$ cat config.mk
export PLATFORM = sky130hd
export DESIGN_NAME = frame_sched
export DESIGN_NICKNAME = d
export VERILOG_FILES = /design/src/rtl/frame_sched.sv
export SDC_FILE = /design/constraint.sdc
export NUM_CORES = 1
export LEC_CHECK = 0
export CAP_MARGIN = 15
export CORE_ASPECT_RATIO = 2
export CORE_UTILIZATION = 53
export DETAILED_ROUTE_END_ITERATION = 6
export GPL_TIMING_DRIVEN = 1
export PLACE_DENSITY = 0.82
export SYNTH_ARGS = -nofsm -noshare
export SYNTH_HDL_FRONTEND = slang
export SYNTH_SLANG_ARGS = --single-unit
export TNS_END_PERCENT = 10
$ cat constraint.sdc
create_clock -name CLK -period 2.5 [get_ports CLK]
set_input_delay 0.625 -clock CLK [delete_from_list [all_inputs] [get_ports CLK]]
set_output_delay 0.625 -clock CLK [all_outputs]
set_load 0.02 [all_outputs]
$ cat src/rtl/frame_sched.sv
// Frame scheduler: starts and stops a frame-tick generator, turns each tick into one
// frame fetch, and counts completed fetches and ticks dropped because a fetch ran long.
module frame_sched #(
    parameter int FRAME_W = 16,
    parameter int DROP_W  = 8
) (
    input  logic               CLK,
    input  logic               RST,
    input  logic               play,
    input  logic               pause,
    input  logic               stop,
    input  logic [FRAME_W-1:0] num_frames,
    output logic               tick_start,
    output logic               tick_stop,
    input  logic               frame,
    output logic               fetch_req,
    output logic [FRAME_W-1:0] fetch_idx,
    input  logic               fetch_ack,
    output logic               busy,
    output logic               done,
    output logic [FRAME_W-1:0] frame_cnt,
    output logic [DROP_W-1:0]  drop_cnt,
    output logic [2:0]         state_dbg
);

    typedef enum logic [2:0] {
        IDLE     = 3'd0,
        RUN      = 3'd1,
        FETCH    = 3'd2,
        PAUSED   = 3'd3,
        STOPPING = 3'd4
    } state_t;

    state_t             state_q, state_d;
    logic [FRAME_W-1:0] limit_q, limit_d;
    logic [FRAME_W-1:0] frame_cnt_q, frame_cnt_d;
    logic [FRAME_W-1:0] fetch_idx_q, fetch_idx_d;
    logic [DROP_W-1:0]  drop_cnt_q, drop_cnt_d;
    logic               pending_q, pending_d;
    logic               kick_q, kick_d;
    logic               pause_mem_q, pause_mem_d;
    logic               fetch_req_q, fetch_req_d;
    logic               tick_start_q, tick_start_d;
    logic               tick_stop_q, tick_stop_d;
    logic               done_q, done_d;
    logic               busy_q, busy_d;
    logic               drop_hit;
    logic               eff_pend;
    logic [FRAME_W-1:0] cnt_next;

    assign cnt_next = frame_cnt_q + 1'b1;
    // A tick arriving in FETCH (even in the ack cycle) is pending once completion is seen.
    assign eff_pend = pending_q | frame;

    always_comb begin
        state_d      = state_q;
        limit_d      = limit_q;
        frame_cnt_d  = frame_cnt_q;
        fetch_idx_d  = fetch_idx_q;
        drop_cnt_d   = drop_cnt_q;
        pending_d    = pending_q;
        kick_d       = kick_q;
        pause_mem_d  = pause_mem_q;
        fetch_req_d  = fetch_req_q;
        tick_start_d = 1'b0;
        tick_stop_d  = 1'b0;
        done_d       = 1'b0;
        drop_hit     = 1'b0;
        case (state_q)
            IDLE: begin
                if (!stop && !pause && play) begin
                    limit_d      = num_frames;
                    frame_cnt_d  = '0;
                    drop_cnt_d   = '0;
                    pending_d    = 1'b0;
                    kick_d       = 1'b0;
                    pause_mem_d  = 1'b0;
                    tick_start_d = 1'b1;
                    state_d      = RUN;
                end
            end
            RUN: begin
                if (stop) begin
                    tick_stop_d = 1'b1;
                    kick_d      = 1'b0;
                    state_d     = IDLE;
                end else if (pause) begin
                    tick_stop_d = 1'b1;
                    pending_d   = pending_q | kick_q;
                    kick_d      = 1'b0;
                    state_d     = PAUSED;
                end else if (frame || kick_q || pending_q) begin
                    fetch_req_d = 1'b1;
                    fetch_idx_d = frame_cnt_q;
                    pending_d   = frame & (kick_q | pending_q);
                    kick_d      = 1'b0;
                    state_d     = FETCH;
                end
            end
            FETCH: begin
                drop_hit  = frame & pending_q;
                pending_d = eff_pend;
                if (stop) begin
                    pause_mem_d = 1'b0;
                    if (fetch_ack) begin
                        fetch_req_d = 1'b0;
                        frame_cnt_d = cnt_next;
                        tick_stop_d = 1'b1;
                        state_d     = IDLE;
                    end else begin
                        state_d = STOPPING;
                    end
                end else if (fetch_ack) begin
                    fetch_req_d = 1'b0;
                    frame_cnt_d = cnt_next;
                    pause_mem_d = 1'b0;
                    if (limit_q != '0 && cnt_next == limit_q) begin
                        tick_stop_d = 1'b1;
                        done_d      = 1'b1;
                        pending_d   = 1'b0;
                        state_d     = IDLE;
                    end else if (pause_mem_q || pause) begin
                        tick_stop_d = 1'b1;
                        state_d     = PAUSED;
                    end else begin
                        // Spend one cycle in RUN so fetch_req drops between fetches.
                        kick_d    = eff_pend;
                        pending_d = 1'b0;
                        state_d   = RUN;
                    end
                end else if (pause) begin
                    pause_mem_d = 1'b1;
                end
            end
            STOPPING: begin
                if (fetch_ack) begin
                    fetch_req_d = 1'b0;
                    frame_cnt_d = cnt_next;
                    tick_stop_d = 1'b1;
                    state_d     = IDLE;
                end
            end
            PAUSED: begin
                if (stop) begin
                    tick_stop_d = 1'b1;
                    state_d     = IDLE;
                end else if (!pause && play) begin
                    tick_start_d = 1'b1;
                    state_d      = RUN;
                end
            end
            default: state_d = IDLE;
        endcase
        if (drop_hit && drop_cnt_q != '1) begin
            drop_cnt_d = drop_cnt_q + 1'b1;
        end
        busy_d = (state_d != IDLE);
    end

    always_ff @(posedge CLK or negedge RST) begin
        if (!RST) begin
            state_q      <= IDLE;
            limit_q      <= '0;
            frame_cnt_q  <= '0;
            fetch_idx_q  <= '0;
            drop_cnt_q   <= '0;
            pending_q    <= 1'b0;
            kick_q       <= 1'b0;
            pause_mem_q  <= 1'b0;
            fetch_req_q  <= 1'b0;
            tick_start_q <= 1'b0;
            tick_stop_q  <= 1'b0;
            done_q       <= 1'b0;
            busy_q       <= 1'b0;
        end else begin
            state_q      <= state_d;
            limit_q      <= limit_d;
            frame_cnt_q  <= frame_cnt_d;
            fetch_idx_q  <= fetch_idx_d;
            drop_cnt_q   <= drop_cnt_d;
            pending_q    <= pending_d;
            kick_q       <= kick_d;
            pause_mem_q  <= pause_mem_d;
            fetch_req_q  <= fetch_req_d;
            tick_start_q <= tick_start_d;
            tick_stop_q  <= tick_stop_d;
            done_q       <= done_d;
            busy_q       <= busy_d;
        end
    end

    assign tick_start = tick_start_q;
    assign tick_stop  = tick_stop_q;
    assign fetch_req  = fetch_req_q;
    assign fetch_idx  = fetch_idx_q;
    assign busy       = busy_q;
    assign done       = done_q;
    assign frame_cnt  = frame_cnt_q;
    assign drop_cnt   = drop_cnt_q;
    assign state_dbg  = state_q;

endmodule

==> impl_results.rst <==
.. list-table::
   :header-rows: 1

   * - Metric
     - Value
   * - Leakage
     - 2.15 nW
   * - Hold Path Class
     - in -> async
   * - Net Count, Synth
     - 397
   * - Total setup violations reported at the end of the flow
     - 0
   * - Buffer cell driving the clock tree root
     - sky130_fd_sc_hd__clkbuf_16
   * - # rows
     - 43
   * - Kind of capture point of the worst setup path
     - flop
   * - Core outline area
     - between 0.006 and 0.007 mm²
   * - Number of antenna violations at the first check in global routing
     - 0
   * - TritonCTS clock tree
     - built
   * - Y dimension of the die
     - 121 µm
   * - Peak supply drop
     - 0.483 mV
   * - Pins over their slew limit
     - 0
   * - Routability congestion estimate from global placement
     - 0.938
   * - Setup repair after global routing missed its margin
     - no
   * - Final total negative setup slack
     - 0 ps
   * - Average via count per standard cell
     - 5.92
   * - Post-placement worst setup slack
     - 25.7 ps
   * - Min Clock Period, post-route
     - 2360 ps
   * - Element type at the critical path start
     - flop
   * - Maximum number of pins on one net before global-route repair
     - 68
   * - Hold buffer count at cts
     - 0
   * - Beginning of the critical path
     - frame_cnt[1]
   * - Global-route usage over all layers
     - 0.280
   * - Worst R2R Start
     - frame_cnt[1]
   * - Flip-flop and latch count after synthesis
     - 67
   * - Relative slew margins
     - 0.697
   * - Average footprint of a synthesized cell
     - between 10 and 15 µm²
   * - Yosys top cell by area
     - sky130_fd_sc_hd__dfrtp_1
   * - Crit path required time
     - roughly 2700 ps
   * - Post-layout worst setup margin
     - 144 ps
   * - Number of distinct standard cells referenced by the synthesized netlist
     - 67
   * - Design Power
     - 3.57 mW
   * - Share of cells above drive strength 1
     - 0.201
   * - Number of warnings issued by yosys
     - 0
   * - Count of max-cap constraint violations
     - 0
   * - Highest-delay cell along the critical path
     - sky130_fd_sc_hd__nor4_2
   * - Portion of the post-synthesis area used by sequential elements
     - 0.443
   * - Cell total after placement
     - 536
   * - Largest delay share family, worst path
     - simple AND/OR/NAND/NOR gates
   * - Cell area after placement
     - about 0.0047 mm²
   * - Critical Path AT
     - 2560 ps
   * - Final Cell Area
     - 0.00505 mm²
   * - Cells along the critical path
     - ha_1 -> nand4_2 -> nor4_2 -> o22ai_1 -> nor2_1 -> and4b_4 -> o31ai_2
   * - Count of port buffers added during placement
     - 70
   * - Vias in the first global route
     - 3294
   * - Hold Fails Final Rpt
     - 0
   * - Start-to-end type of the worst setup path
     - reg -> reg
   * - Diode insertion count for antenna repair
     - 0
   * - Critical Path Max Stage Delay
     - 480 ps
   * - Routed Wire Length
     - 9480 µm
   * - Number of buffer and inverter instances along the worst setup path
     - 0
   * - Die width
     - 61.7 µm
   * - CTS sink cnt
     - 67
   * - Antenna viol nets, final
     - 0
   * - Area fraction of the dominant cell type after synthesis
     - 0.443
   * - Via count
     - 3268
   * - Clock latency of the later-clocked register in the worst-skew pair
     - roughly 340 ps
   * - Final setup skew
     - 5.82 ps
   * - Count of instances resized after the clock tree is built
     - 0
   * - Avg WL per Cell
     - 17.2 µm
   * - Detailed Place HPWL
     - 7110 µm
   * - Final Instance Count excl. Fillers
     - 552
   * - Initial core utilization
     - 0.545
   * - Transition time of the tightest slew-check pin
     - 449 ps
   * - DRT iter0 DRCs
     - 214
   * - Setup Buffers After CTS
     - 0
   * - Global-route wire length before repair
     - 15100 µm
   * - F_max
     - around 420 MHz
   * - Maximum count of clock buffers along a single path
     - 2
   * - Die area
     - 0.00750 mm²
   * - Global route total overflow
     - 0
   * - Ys async rst share
     - 1.00
   * - Top cells by instance count after synthesis
     - 67 x sky130_fd_sc_hd__dfrtp_1, 43 x sky130_fd_sc_hd__o21ai_0, 29 x sky130_fd_sc_hd__mux2_2
   * - IO Count
     - just over 70
   * - Power density of the placed cells
     - 706 mW/mm²
   * - EDFF count, synth
     - 0
   * - Layout net count
     - 482
   * - Hold Worst Slack
     - 294 ps
   * - Syn Std Cell Area
     - 0.00378 mm²
   * - Pre-antenna DRT Iters
     - 4
   * - Run status
     - finished clean
   * - Finished Core Util
     - 0.728
   * - Total clock buffers created by CTS
     - 9
   * - Crit Path Max Fanout
     - 8
   * - Cells after Synth
     - 372
   * - Total DRC errors in the routed layout
     - 0
   * - # H-tree levels
     - 3
   * - Post-CTS clock slew at the launch and capture registers of the worst setup and hold paths
     - 50 ps
   * - Cell types occupying the most area after synthesis
     - sky130_fd_sc_hd__dfrtp_1 44%, sky130_fd_sc_hd__mux2_2 8.6%, sky130_fd_sc_hd__o21ai_0 5.7%, sky130_fd_sc_hd__xnor2_1 3.7%, sky130_fd_sc_hd__nor2_1 2.8%
   * - Post-route clock period utilization
     - 0.942
   * - Prevailing post-synth register cell
     - sky130_fd_sc_hd__dfrtp_1
   * - Area overhead of the layout relative to synthesis
     - 33.7%
   * - Most used standard cell by instance count after synthesis
     - sky130_fd_sc_hd__dfrtp_1
flip-flops by register name (all words and copies together), names as in the netlist, 3 cells and up:
register,count
drop_cnt,8
fetch_idx,16
frame_cnt,16
limit_q,16
state_dbg,3
logic make-up (layout without fill, tap and decap cells):
logic type	Yosys count	count (layout)	synth area share
DFF	67	67	0.443
AOI/OAI and AO/OA	96	96	0.165
xor gates and xnor gates	22	22	0.0529
and+or+nand+nor	123	123	0.195
buffers and inverters	30	120	0.0420
adders and majority gates	2	2	0.00662
muxes	32	32	0.0950
routing by layer:
| layer | track usage | wire length (µm) | up-vias |
|---|---|---|---|
| met5 | 0 | 0 | - |
| met4 | 0.179 | 504 | 0 |
| met3 | 0.0597 | 383 | 40 |
| met2 | 0.487 | 5310 | 116 |
| met1 | 0.283 | 3280 | 1583 |
| li1 | - | - | 1529 |
final timing paths:
check	end	slack (ps)	cells after the start
min in group CLK	fetch_idx[10]	500	2
worst min register to register	fetch_idx[10]	500	2
worst min-delay path	busy	290	2
worst max-delay path	state_dbg[1]	140	7
worst max register to register	state_dbg[1]	140	7
max in group asynchronous	frame_cnt[11]	1910	2
layout by cell type (no fill, tap or decap), types with 4 or more instances in the layout:
master                            Yosys  layout
sky130_fd_sc_hd__nand4_1              4       4
sky130_fd_sc_hd__xnor2_1             16      16
sky130_fd_sc_hd__clkbuf_16            0       9
sky130_fd_sc_hd__buf_4                4      23
sky130_fd_sc_hd__o21ai_1              4       4
sky130_fd_sc_hd__a21oi_1             11      11
sky130_fd_sc_hd__a31oi_1              4       4
sky130_fd_sc_hd__nand2_1             22      22
sky130_fd_sc_hd__clkdlybuf4s50_1      0      69
sky130_fd_sc_hd__buf_12               0       5
sky130_fd_sc_hd__nor2_1              28      28
sky130_fd_sc_hd__nor3_1               5       5
sky130_fd_sc_hd__o21ai_0             43      43
sky130_fd_sc_hd__xor2_1               5       5
sky130_fd_sc_hd__nand3_1             10      10
sky130_fd_sc_hd__nand2b_1            10      10
sky130_fd_sc_hd__mux2_2              29      29
sky130_fd_sc_hd__nor4_1               8       8
sky130_fd_sc_hd__dfrtp_1             67      67
sky130_fd_sc_hd__inv_1                6       6
sky130_fd_sc_hd__and3_1               9       9
sky130_fd_sc_hd__a22o_1               4       4
report_power, final:
group | leakage (nW) | internal, mW | switching [mW]
Combinational | 1.10 | 0.417 | 0.419
Clock | 0.159 | 0.924 | 0.448
Sequential | 0.895 | 1.23 | 0.137
Total | 2.15 | 2.57 | 1.00
cell type report:
type | count | area [µm²]
timing repair buffer | 98 | 968
sequential | 67 | 1680
clock inverter | 4 | 72.6
inverter | 6 | 22.5
multi-input combinational | 275 | 1950
tap | 90 | 113
clock buffer | 12 | 256
fill | 471 | 1890
No activity file was read; power rests on OpenSTA's default activity.
